$ cat config.mk
export PLATFORM = sky130hd
export DESIGN_NAME = wb_arbiter
export DESIGN_NICKNAME = d
export VERILOG_FILES = /design/src/rtl/wb_arbiter.sv
export SDC_FILE = /design/constraint.sdc
export NUM_CORES = 1
export LEC_CHECK = 0
export BUFFER_PORTS_ARGS = -buffer_cell sky130_fd_sc_hd__buf_2
export CAP_MARGIN = 20
export CORE_MARGIN = 2
export CORE_UTILIZATION = 55
export DETAILED_ROUTE_END_ITERATION = 12
export PLACE_DENSITY = 0.79
export SYNTH_ARGS = -nofsm -noshare
export SYNTH_HDL_FRONTEND = slang
export SYNTH_SLANG_ARGS = --single-unit
export TNS_END_PERCENT = 10
$ cat constraint.sdc
create_clock -name clock -period 3.1 [get_ports clock]
set_input_delay 0.93 -clock clock [delete_from_list [all_inputs] [get_ports clock]]
set_output_delay 0.93 -clock clock [all_outputs]
set_load 0.05 [all_outputs]
$ cat src/rtl/wb_arbiter.sv
// wb_arbiter: register file writeback arbiter with a pending-write scoreboard.
// Merges the single-cycle pipeline writeback with multiply/divide results.
// Pipeline writes always win the port. Multiply/divide results either bypass
// straight to the port or wait in a small circular queue. A per-register busy
// mask tracks destinations that still await a multiply/divide result.
//
// Ports:
//   clock, ctrl_reset_n          - clock, asynchronous active-low reset
//   pipe_valid/pipe_rd/pipe_data - pipeline writeback request (no backpressure)
//   md_issue/md_issue_rd         - multiply/divide issue, marks destination busy
//   md_valid/md_rd/md_data       - multiply/divide result, accepted when md_ready
//   md_ready                     - queue has room (combinational from count)
//   ctrl_writeEnable/ctrl_writeReg/data_writeReg - registered register file write
//   pend_busy                    - registered per-register pending mask
module wb_arbiter #(
    parameter int unsigned DEPTH = 2
) (
    input  logic        clock,
    input  logic        ctrl_reset_n,
    input  logic        pipe_valid,
    input  logic [4:0]  pipe_rd,
    input  logic [31:0] pipe_data,
    input  logic        md_issue,
    input  logic [4:0]  md_issue_rd,
    input  logic        md_valid,
    input  logic [4:0]  md_rd,
    input  logic [31:0] md_data,
    output logic        md_ready,
    output logic        ctrl_writeEnable,
    output logic [4:0]  ctrl_writeReg,
    output logic [31:0] data_writeReg,
    output logic [31:0] pend_busy
);

    localparam int unsigned CntW = $clog2(DEPTH + 1);
    localparam int unsigned PtrW = (DEPTH > 1) ? $clog2(DEPTH) : 1;

    logic [CntW-1:0] count_q, count_d;
    logic [PtrW-1:0] head_q, head_d, tail_q, tail_d;
    logic [4:0]      ent_rd_q   [DEPTH];
    logic [4:0]      ent_rd_d   [DEPTH];
    logic [31:0]     ent_data_q [DEPTH];
    logic [31:0]     ent_data_d [DEPTH];
    logic [DEPTH-1:0] ent_live_q, ent_live_d;

    logic        we_q, we_d;
    logic [4:0]  wreg_q, wreg_d;
    logic [31:0] wdata_q, wdata_d;
    logic [31:0] busy_q, busy_d;

    logic pipe_sel, md_acc, md_live, q_empty, head_live, pop, bypass, push;

    function automatic logic [PtrW-1:0] ptr_inc(input logic [PtrW-1:0] p);
        return (p == PtrW'(DEPTH - 1)) ? '0 : p + 1'b1;
    endfunction

    always_comb begin
        pipe_sel  = pipe_valid && (pipe_rd != 5'd0);
        md_ready  = (count_q < CntW'(DEPTH));
        md_acc    = md_valid && md_ready;
        // Stale results (register no longer pending, or r0) are dropped on accept.
        md_live   = md_acc && (md_rd != 5'd0) && busy_q[md_rd];
        q_empty   = (count_q == '0);
        head_live = ent_live_q[head_q];
        // Dead heads still consume a pop cycle so older entries keep priority.
        pop       = !pipe_sel && !q_empty;
        bypass    = !pipe_sel && q_empty && md_live;
        push      = md_live && !bypass;
    end

    always_comb begin
        we_d    = 1'b0;
        wreg_d  = wreg_q;
        wdata_d = wdata_q;
        busy_d  = busy_q;
        ent_rd_d   = ent_rd_q;
        ent_data_d = ent_data_q;
        ent_live_d = ent_live_q;
        head_d  = head_q;
        tail_d  = tail_q;
        count_d = count_q;

        if (pipe_sel) begin
            we_d            = 1'b1;
            wreg_d          = pipe_rd;
            wdata_d         = pipe_data;
            busy_d[pipe_rd] = 1'b0;
        end else if (pop && head_live) begin
            we_d                    = 1'b1;
            wreg_d                  = ent_rd_q[head_q];
            wdata_d                 = ent_data_q[head_q];
            busy_d[ent_rd_q[head_q]] = 1'b0;
        end else if (bypass) begin
            we_d          = 1'b1;
            wreg_d        = md_rd;
            wdata_d       = md_data;
            busy_d[md_rd] = 1'b0;
        end

        // Issue is younger than any clear in the same cycle.
        if (md_issue && (md_issue_rd != 5'd0)) begin
            busy_d[md_issue_rd] = 1'b1;
        end

        // Squash: queued results older than a pipeline write to the same rd.
        if (pipe_sel) begin
            for (int i = 0; i < DEPTH; i++) begin
                if (ent_rd_q[i] == pipe_rd) begin
                    ent_live_d[i] = 1'b0;
                end
            end
        end

        if (push) begin
            ent_rd_d[tail_q]   = md_rd;
            ent_data_d[tail_q] = md_data;
            ent_live_d[tail_q] = !(pipe_sel && (pipe_rd == md_rd));
            tail_d             = ptr_inc(tail_q);
        end

        if (pop) begin
            head_d = ptr_inc(head_q);
        end

        if (push && !pop) begin
            count_d = count_q + 1'b1;
        end else if (pop && !push) begin
            count_d = count_q - 1'b1;
        end
    end

    always_ff @(posedge clock or negedge ctrl_reset_n) begin
        if (!ctrl_reset_n) begin
            we_q       <= 1'b0;
            wreg_q     <= '0;
            wdata_q    <= '0;
            busy_q     <= '0;
            count_q    <= '0;
            head_q     <= '0;
            tail_q     <= '0;
            ent_live_q <= '0;
            for (int i = 0; i < DEPTH; i++) begin
                ent_rd_q[i]   <= '0;
                ent_data_q[i] <= '0;
            end
        end else begin
            we_q       <= we_d;
            wreg_q     <= wreg_d;
            wdata_q    <= wdata_d;
            busy_q     <= busy_d;
            count_q    <= count_d;
            head_q     <= head_d;
            tail_q     <= tail_d;
            ent_live_q <= ent_live_d;
            for (int i = 0; i < DEPTH; i++) begin
                ent_rd_q[i]   <= ent_rd_d[i];
                ent_data_q[i] <= ent_data_d[i];
            end
        end
    end

    assign ctrl_writeEnable = we_q;
    assign ctrl_writeReg    = wreg_q;
    assign data_writeReg    = wdata_q;
    assign pend_busy        = busy_q;

endmodule
== Word level (Yosys, flattened, before mapping) ==
Index checks and enable logic that the tools add are counted.
W data, S select, Z words.

* Bits in registers: 150
* Output and inout port bits: 71
* Input bits: 84
* Logic and storage cells: 122

* Reduce and logical (&&, ||, !) cells: 31
* Multiplexer cells: 48
* Equality and inequality tests: 3
* Bitwise operators: 9
* $lt $le $gt $ge: 15
* Add/sub/neg operators: 4

{| class="wikitable"
|+ Operators with widths
! kind !! count
|-
| $mux W32 || 11
|-
| $and A32 B32 Y32 || 3
|-
| $not A32 Y32 || 3
|-
| $bwmux W64 || 1
|-
| $mux W5 || 7
|-
| $demux W32 S1 || 1
|-
| $or A32 B32 Y32 || 1
|-
| $lt A5 B6 Y1 const B || 4
|-
| $demux W1 S5 || 4
|-
| $ge A5 B1 Y1 const B || 4
|-
| $logic_and A1 B1 Y1 || 19
|-
| $eq A5 B5 Y1 || 3
|-
| $mux W1 || 15
|-
| $reduce_bool A5 Y1 || 3
|-
| $bwmux W10 || 1
|-
| $mux W2 || 4
|-
| $logic_not A1 Y1 || 6
|-
| $bmux W1 S5 || 1
|-
| $demux W5 S1 || 1
|-
| $ge A2 B2 Y1 const B || 2
|-
| $lt A1 B2 Y1 const B || 2
|-
| $not A1 Y2 || 2
|-
| $reduce_bool A3 Y1 || 1
|-
| $add A1 B1 Y1 const B || 2
|-
| 9 further kinds || 9
|}

== Depth between registers and ports, before layout ==
* Depth after elaboration: 14
* Gate-level depth with buffers: 11
* Gate-level depth less buffers: 7

== Worst setup path after synthesis ==
OpenSTA, ideal clock, no wires.

* Kind: input to register
* Start point: input port md_rd[2]
* End point: register ent_rd_q[5] in the netlist's numbering
* Data arrival time: 2935 ps
* Required time: 2972 ps
* Buffers on the path: 4
* Slack: 38 ps
* Library setup time: 128 ps
* Stages: 10
* Cells stage by stage: or3_1 -> buf_2 -> o22ai_1 -> o31ai_1 -> and4_1 -> buf_2 -> nor4_4 -> buf_6 -> buf_6 -> mux2_1

* Longest elaborated chain between the ends: 6
* Elaborated cells between the ends (all ways): 8
* Those cells by class: 2 x mux; 6 x reduce/logical

{| class="wikitable"
|+ RTL lines
! what !! RTL line !! source
|-
| start, declared || 26 || <nowiki>input logic [4:0] md_rd,</nowiki>
|-
| $bmux W1 S5 / $reduce_bool A5 Y1 (equally long branches) || 62 || <nowiki>md_live = md_acc && (md_rd != 5'd0) && busy_q[md_rd];</nowiki>
|-
| $mux W1 (not written as such) / $logic_and A1 B1 Y1 (equally long branches) || 62 ||
|-
| $logic_and A1 B1 Y1 * || 62 ||
|-
| $logic_and A1 B1 Y1 || 67 || <nowiki>bypass = !pipe_sel && q_empty && md_live;</nowiki>
|-
| $logic_not A1 Y1 || 68 || <nowiki>push = md_live && !bypass;</nowiki>
|-
| $logic_and A1 B1 Y1 * || 68 ||
|-
| end signal, assigned by index || 156 || <nowiki>ent_rd_q[i] <= ent_rd_d[i];</nowiki>
|-
| end, declared || 40 || <nowiki>logic [4:0] ent_rd_q [DEPTH];</nowiki>
|}

Mark *: on every way between the ends. The rest lies on a longest branch, timed or not. The select of a mux whose other input is x is not followed.
A chain may end at the register's enable or synchronous reset.

== Final worst setup path ==
* Start point: input port md_rd[2]
* End point: register ent_data_q[39] in the netlist's numbering

* Longest elaborated chain between the ends: 6
* Elaborated cells between the ends (all ways): 8
* Those cells by class: 2 x mux; 6 x reduce/logical

{| class="wikitable"
|+ RTL lines
! what !! RTL line !! source
|-
| $bmux W1 S5 / $reduce_bool A5 Y1 (equally long branches) || 62 ||
|-
| $mux W1 (not written as such) / $logic_and A1 B1 Y1 (equally long branches) || 62 ||
|-
| $logic_and A1 B1 Y1 * || 62 ||
|-
| $logic_and A1 B1 Y1 || 67 ||
|-
| $logic_not A1 Y1 || 68 ||
|-
| $logic_and A1 B1 Y1 * || 68 ||
|-
| end signal, assigned by index || 157 || <nowiki>ent_data_q[i] <= ent_data_d[i];</nowiki>
|-
| end, declared || 42 || <nowiki>logic [31:0] ent_data_q [DEPTH];</nowiki>
|}

Marked as above.

==> impl_metrics.csv <==
group,metric,value,unit
outcome,status,"finished clean",
finish,fill_cells,1117,
synth,synth_edf_count,0,
floorplanning,dieHeight,125,microns
global_route,gr-total-overflow,0,
power_and_ir_drop,sequentialPowerShare,35.8,%
place,dp_hpwl,16600,microns
floorplanning,fp-row-count,44,
timing,max-slew-margin-rel,32.1,%
synth,ys_top_cells_by_area,"dfrtp_1 46%, mux2i_1 6.4%, mux2_1 5.3%",
synth,syn_area,8080,sq um
route,remaining_drc_errors,0,
timing,whs,0.471,ns
place,dp_cells,1122,
setup_path,cpPeakStageDelay,0.46,ns
floorplanning,pin_count,155,
timing,rsz0062_at_grt,"false",
power_and_ir_drop,combPwrFrac,41.7,%
synth,yosysUniqueCellTypes,60,
setup_path,cpMaxStageDelayCell,"or3_1",
synth,syn-num-nets,860,
setup_path,path_cells,"buf_2 -> or3_1 -> o22ai_1 -> o31ai_1 -> and4_1 -> buf_4 -> nor4_4 -> buf_12 -> mux2_1",
finish,nets,1041,
place,port_buffers,154,
synth,netlist_instances,776,
setup_path,critPathLaunch,"md_rd[2]",
route,routedWlPerCell,21.4,microns
synth,synth_area_leader_cell,"dfrtp_1",
floorplanning,die_w,125,microns
synth,yosys_warnings,0,
finish,area_growth,24.7,%
timing,worst_slack,0.110,ns
clock_network,clk_pin_slew,0.06,ns
power_and_ir_drop,sw_frac_of_total,42.2,%
synth,synth-seq-area-share,46.5,%
route,first_pass_iters,6,
synth,avgSynthCellArea,10.4,sq um
power_and_ir_drop,p_leak,0.00462,uW
clock_network,cts_tree,"yes",
clock_network,cts-hold-fix-buffers,0,
route,viasPerCell,6.40,
setup_path,worstSetupPathType,"in2reg",
power_and_ir_drop,internal_power,5560,uW
place,dp_slack,-0.293,ns
floorplanning,coreArea,14400,sq um
clock_network,clk_latency,0.43,ns
timing,final_max_slew_viol_count,0,
clock_network,cts_buffers,17,
setup_path,endpoint_kind,"register",
synth,async_flop_share,100,%
clock_network,root_buffer,"clkbuf_16",
route,wl,24800,microns
global_route,grt_max_degree,62,
timing,fin_skew,0.00819,ns
power_and_ir_drop,powerDensity,956,nW/um^2
power_and_ir_drop,p_switching,4060,uW
timing,tns,0,ns
clock_network,clock_path_buffers,2,
finish,drive_above_1_share,31.2,%
place,gp_congestion,0.990,
setup_path,arrival,3.29,ns
timing,max_freq,334,MHz
floorplanning,die-area,15700,sq um
run,drv_cap,0,
global_route,antenna_found_initial,0,
synth,synth_top_area_share,46.5,%
floorplanning,initial_utilization,56.0,%
min_path,min_path_type,"in2async",
timing,setup_viol,0,
setup_path,r2r-start,"head_q",
finish,instances_no_fill,1154,
setup_path,cp-start-kind,"primary input",
route,ant_nets,0,
clock_network,cts.sinks,150,
global_route,grt.total_usage,32.0,%
route,num_vias,7387,
setup_path,critPathRequiredTime,3.40,ns
timing,worstMarginPinSlew,1.02,ns
timing,hold_viol,0,
clock_network,postCtsSetupBuffers,0,
global_route,grt_pass1_vias,7412,
timing,min_period_over_period,96.5,%
finish,n_antenna_cell,0,
synth,synth-seq-cells,150,
route,first_iter_violations,678,
clock_network,htree_num_levels,4,
power_and_ir_drop,clock_power_share,22.5,%
timing,period_minus_slack,2.99,ns
clock_network,cts_resized,0,
global_route,grt_pass1_wl,39600,microns
synth,synth-main-ff-cell,"dfrtp_1",
power_and_ir_drop,max-vdd-ir-drop,593,uV
setup_path,crit_fanout,38,
[worst max-delay path, delay by kind of cell]
kind	cells	cell delay (ns)
AOI/OAI and AO/OA	2	0.34
buffers and inverters	3	0.56
and+or+nand+nor	3	1.04
muxes	1	0.36
[power by group through the flow]
stage          registers, uW  logic (uW)  clock network (uW)
6_report                3450        4010                2170
5_1_grt                 3550        4260                2260
4_1_cts                 3430        4000                2170
3_5_place_dp            3430        3970                   0
3_3_place_gp            3410        3870                   0
2_1_floorplan           4250        1920                   0
[cell usage in the layout, fill, tap and decap left out, types with 10 or more instances in the layout]
cell type	synthesis	final
buf_4	4	54
a221o_1	36	36
o22ai_1	35	35
a31oi_1	13	13
xnor2_1	11	11
clkbuf_16	0	17
nand3b_1	15	15
mux2_1	38	38
mux2i_1	52	52
mux2_2	38	38
buf_12	0	10
nand2_1	82	82
a21oi_1	27	27
o21ai_0	66	66
nor2_1	39	38
dfrtp_1	150	149
nand3_1	25	25
buf_2	13	153
[per-layer routing]
layer  vias up  wire length, microns  GRT usage (%)
li1       3265                     -              -
met1      3550                  9760           41.9
met2       479                 11500           50.8
met3        93                  2470           7.74
met4         0                   984           14.8
met5         -                     0              0
[path summary, 6_finish.rpt]
path                                     to  slack [ns]  cells past startpoint
min reg2reg                  ent_data_q[34]        0.48                      1
min                           pend_busy[30]        0.47                      1
max reg2reg                   pend_busy[27]        0.47                      5
max in group asynchronous  data_writeReg[1]        1.98                      2
max                          ent_data_q[39]        0.11                      9
min in group clock           ent_data_q[34]        0.48                      1
[metrics by stage]
stage	cell area [sq um]	total power [uW]	util, %
2_1_floorplan	8080	6170	-
3_3_place_gp	9460	7280	65.6
3_5_place_dp	9460	7400	65.6
4_1_cts	10100	9600	69.8
5_1_grt	10100	10100	69.8
6_report	10100	9620	69.8
[area by class of cell]
type / count / area (sq um) / share of cell area [%]
clock buffer: 19 / 443 / 4.40
clock inverter: 13 / 168 / 1.66
inverter: 5 / 18.8 / 0.186
multi-input combinational: 565 / 4070 / 40.5
sequential: 150 / 3750 / 37.3
tap: 184 / 230 / 2.29
timing repair buffer: 218 / 1380 / 13.7
[cells in the mapped netlist (3+ instances only)]
library cell  instances
mux2i_1              52
xnor2_1              11
nor3b_1               3
nor3_1                3
or3b_2                4
inv_1                 4
nor4_1                6
a31oi_1              13
a21oi_1              27
buf_6                 3
nand3b_1             15
buf_2                13
and2_1                3
xor2_1                6
clkbuf_1             27
nor2_1               39
o22ai_1              35
o21ai_0              66
a2bb2oi_1             4
a221o_1              36
nand3_1              25
nand2_1              82
a21o_1                6
mux2_1               38
a41o_1                9
mux2_2               38
nand2b_1              4
buf_1                 9
buf_4                 4
dfrtp_1             150
or3_1                 3
[logic make-up (layout without fill, tap and decap cells)]
logic type                after synthesis  after routing  share of synthesized area [%]
AOI/OAI and AO/OA                     219            219                           18.6
xor gates and xnor gates               17             17                           1.84
buffers and inverters                  61            255                           3.50
DFF                                   150            150                           46.5
muxes                                 129            129                           17.3
and+or+nand+nor                       200            200                           12.3
[registers in the layout (all words and copies together), names as in the netlist]
| register | flops |
|---|---|
| count_q | 2 |
| ctrl_writeEnable | 1 |
| ctrl_writeReg | 5 |
| data_writeReg | 32 |
| ent_data_q | 64 |
| ent_live_q | 2 |
| ent_rd_q | 10 |
| head_q | 1 |
| pend_busy | 32 |
| tail_q | 1 |
Note: power is estimated with default switching activity, not from simulation.
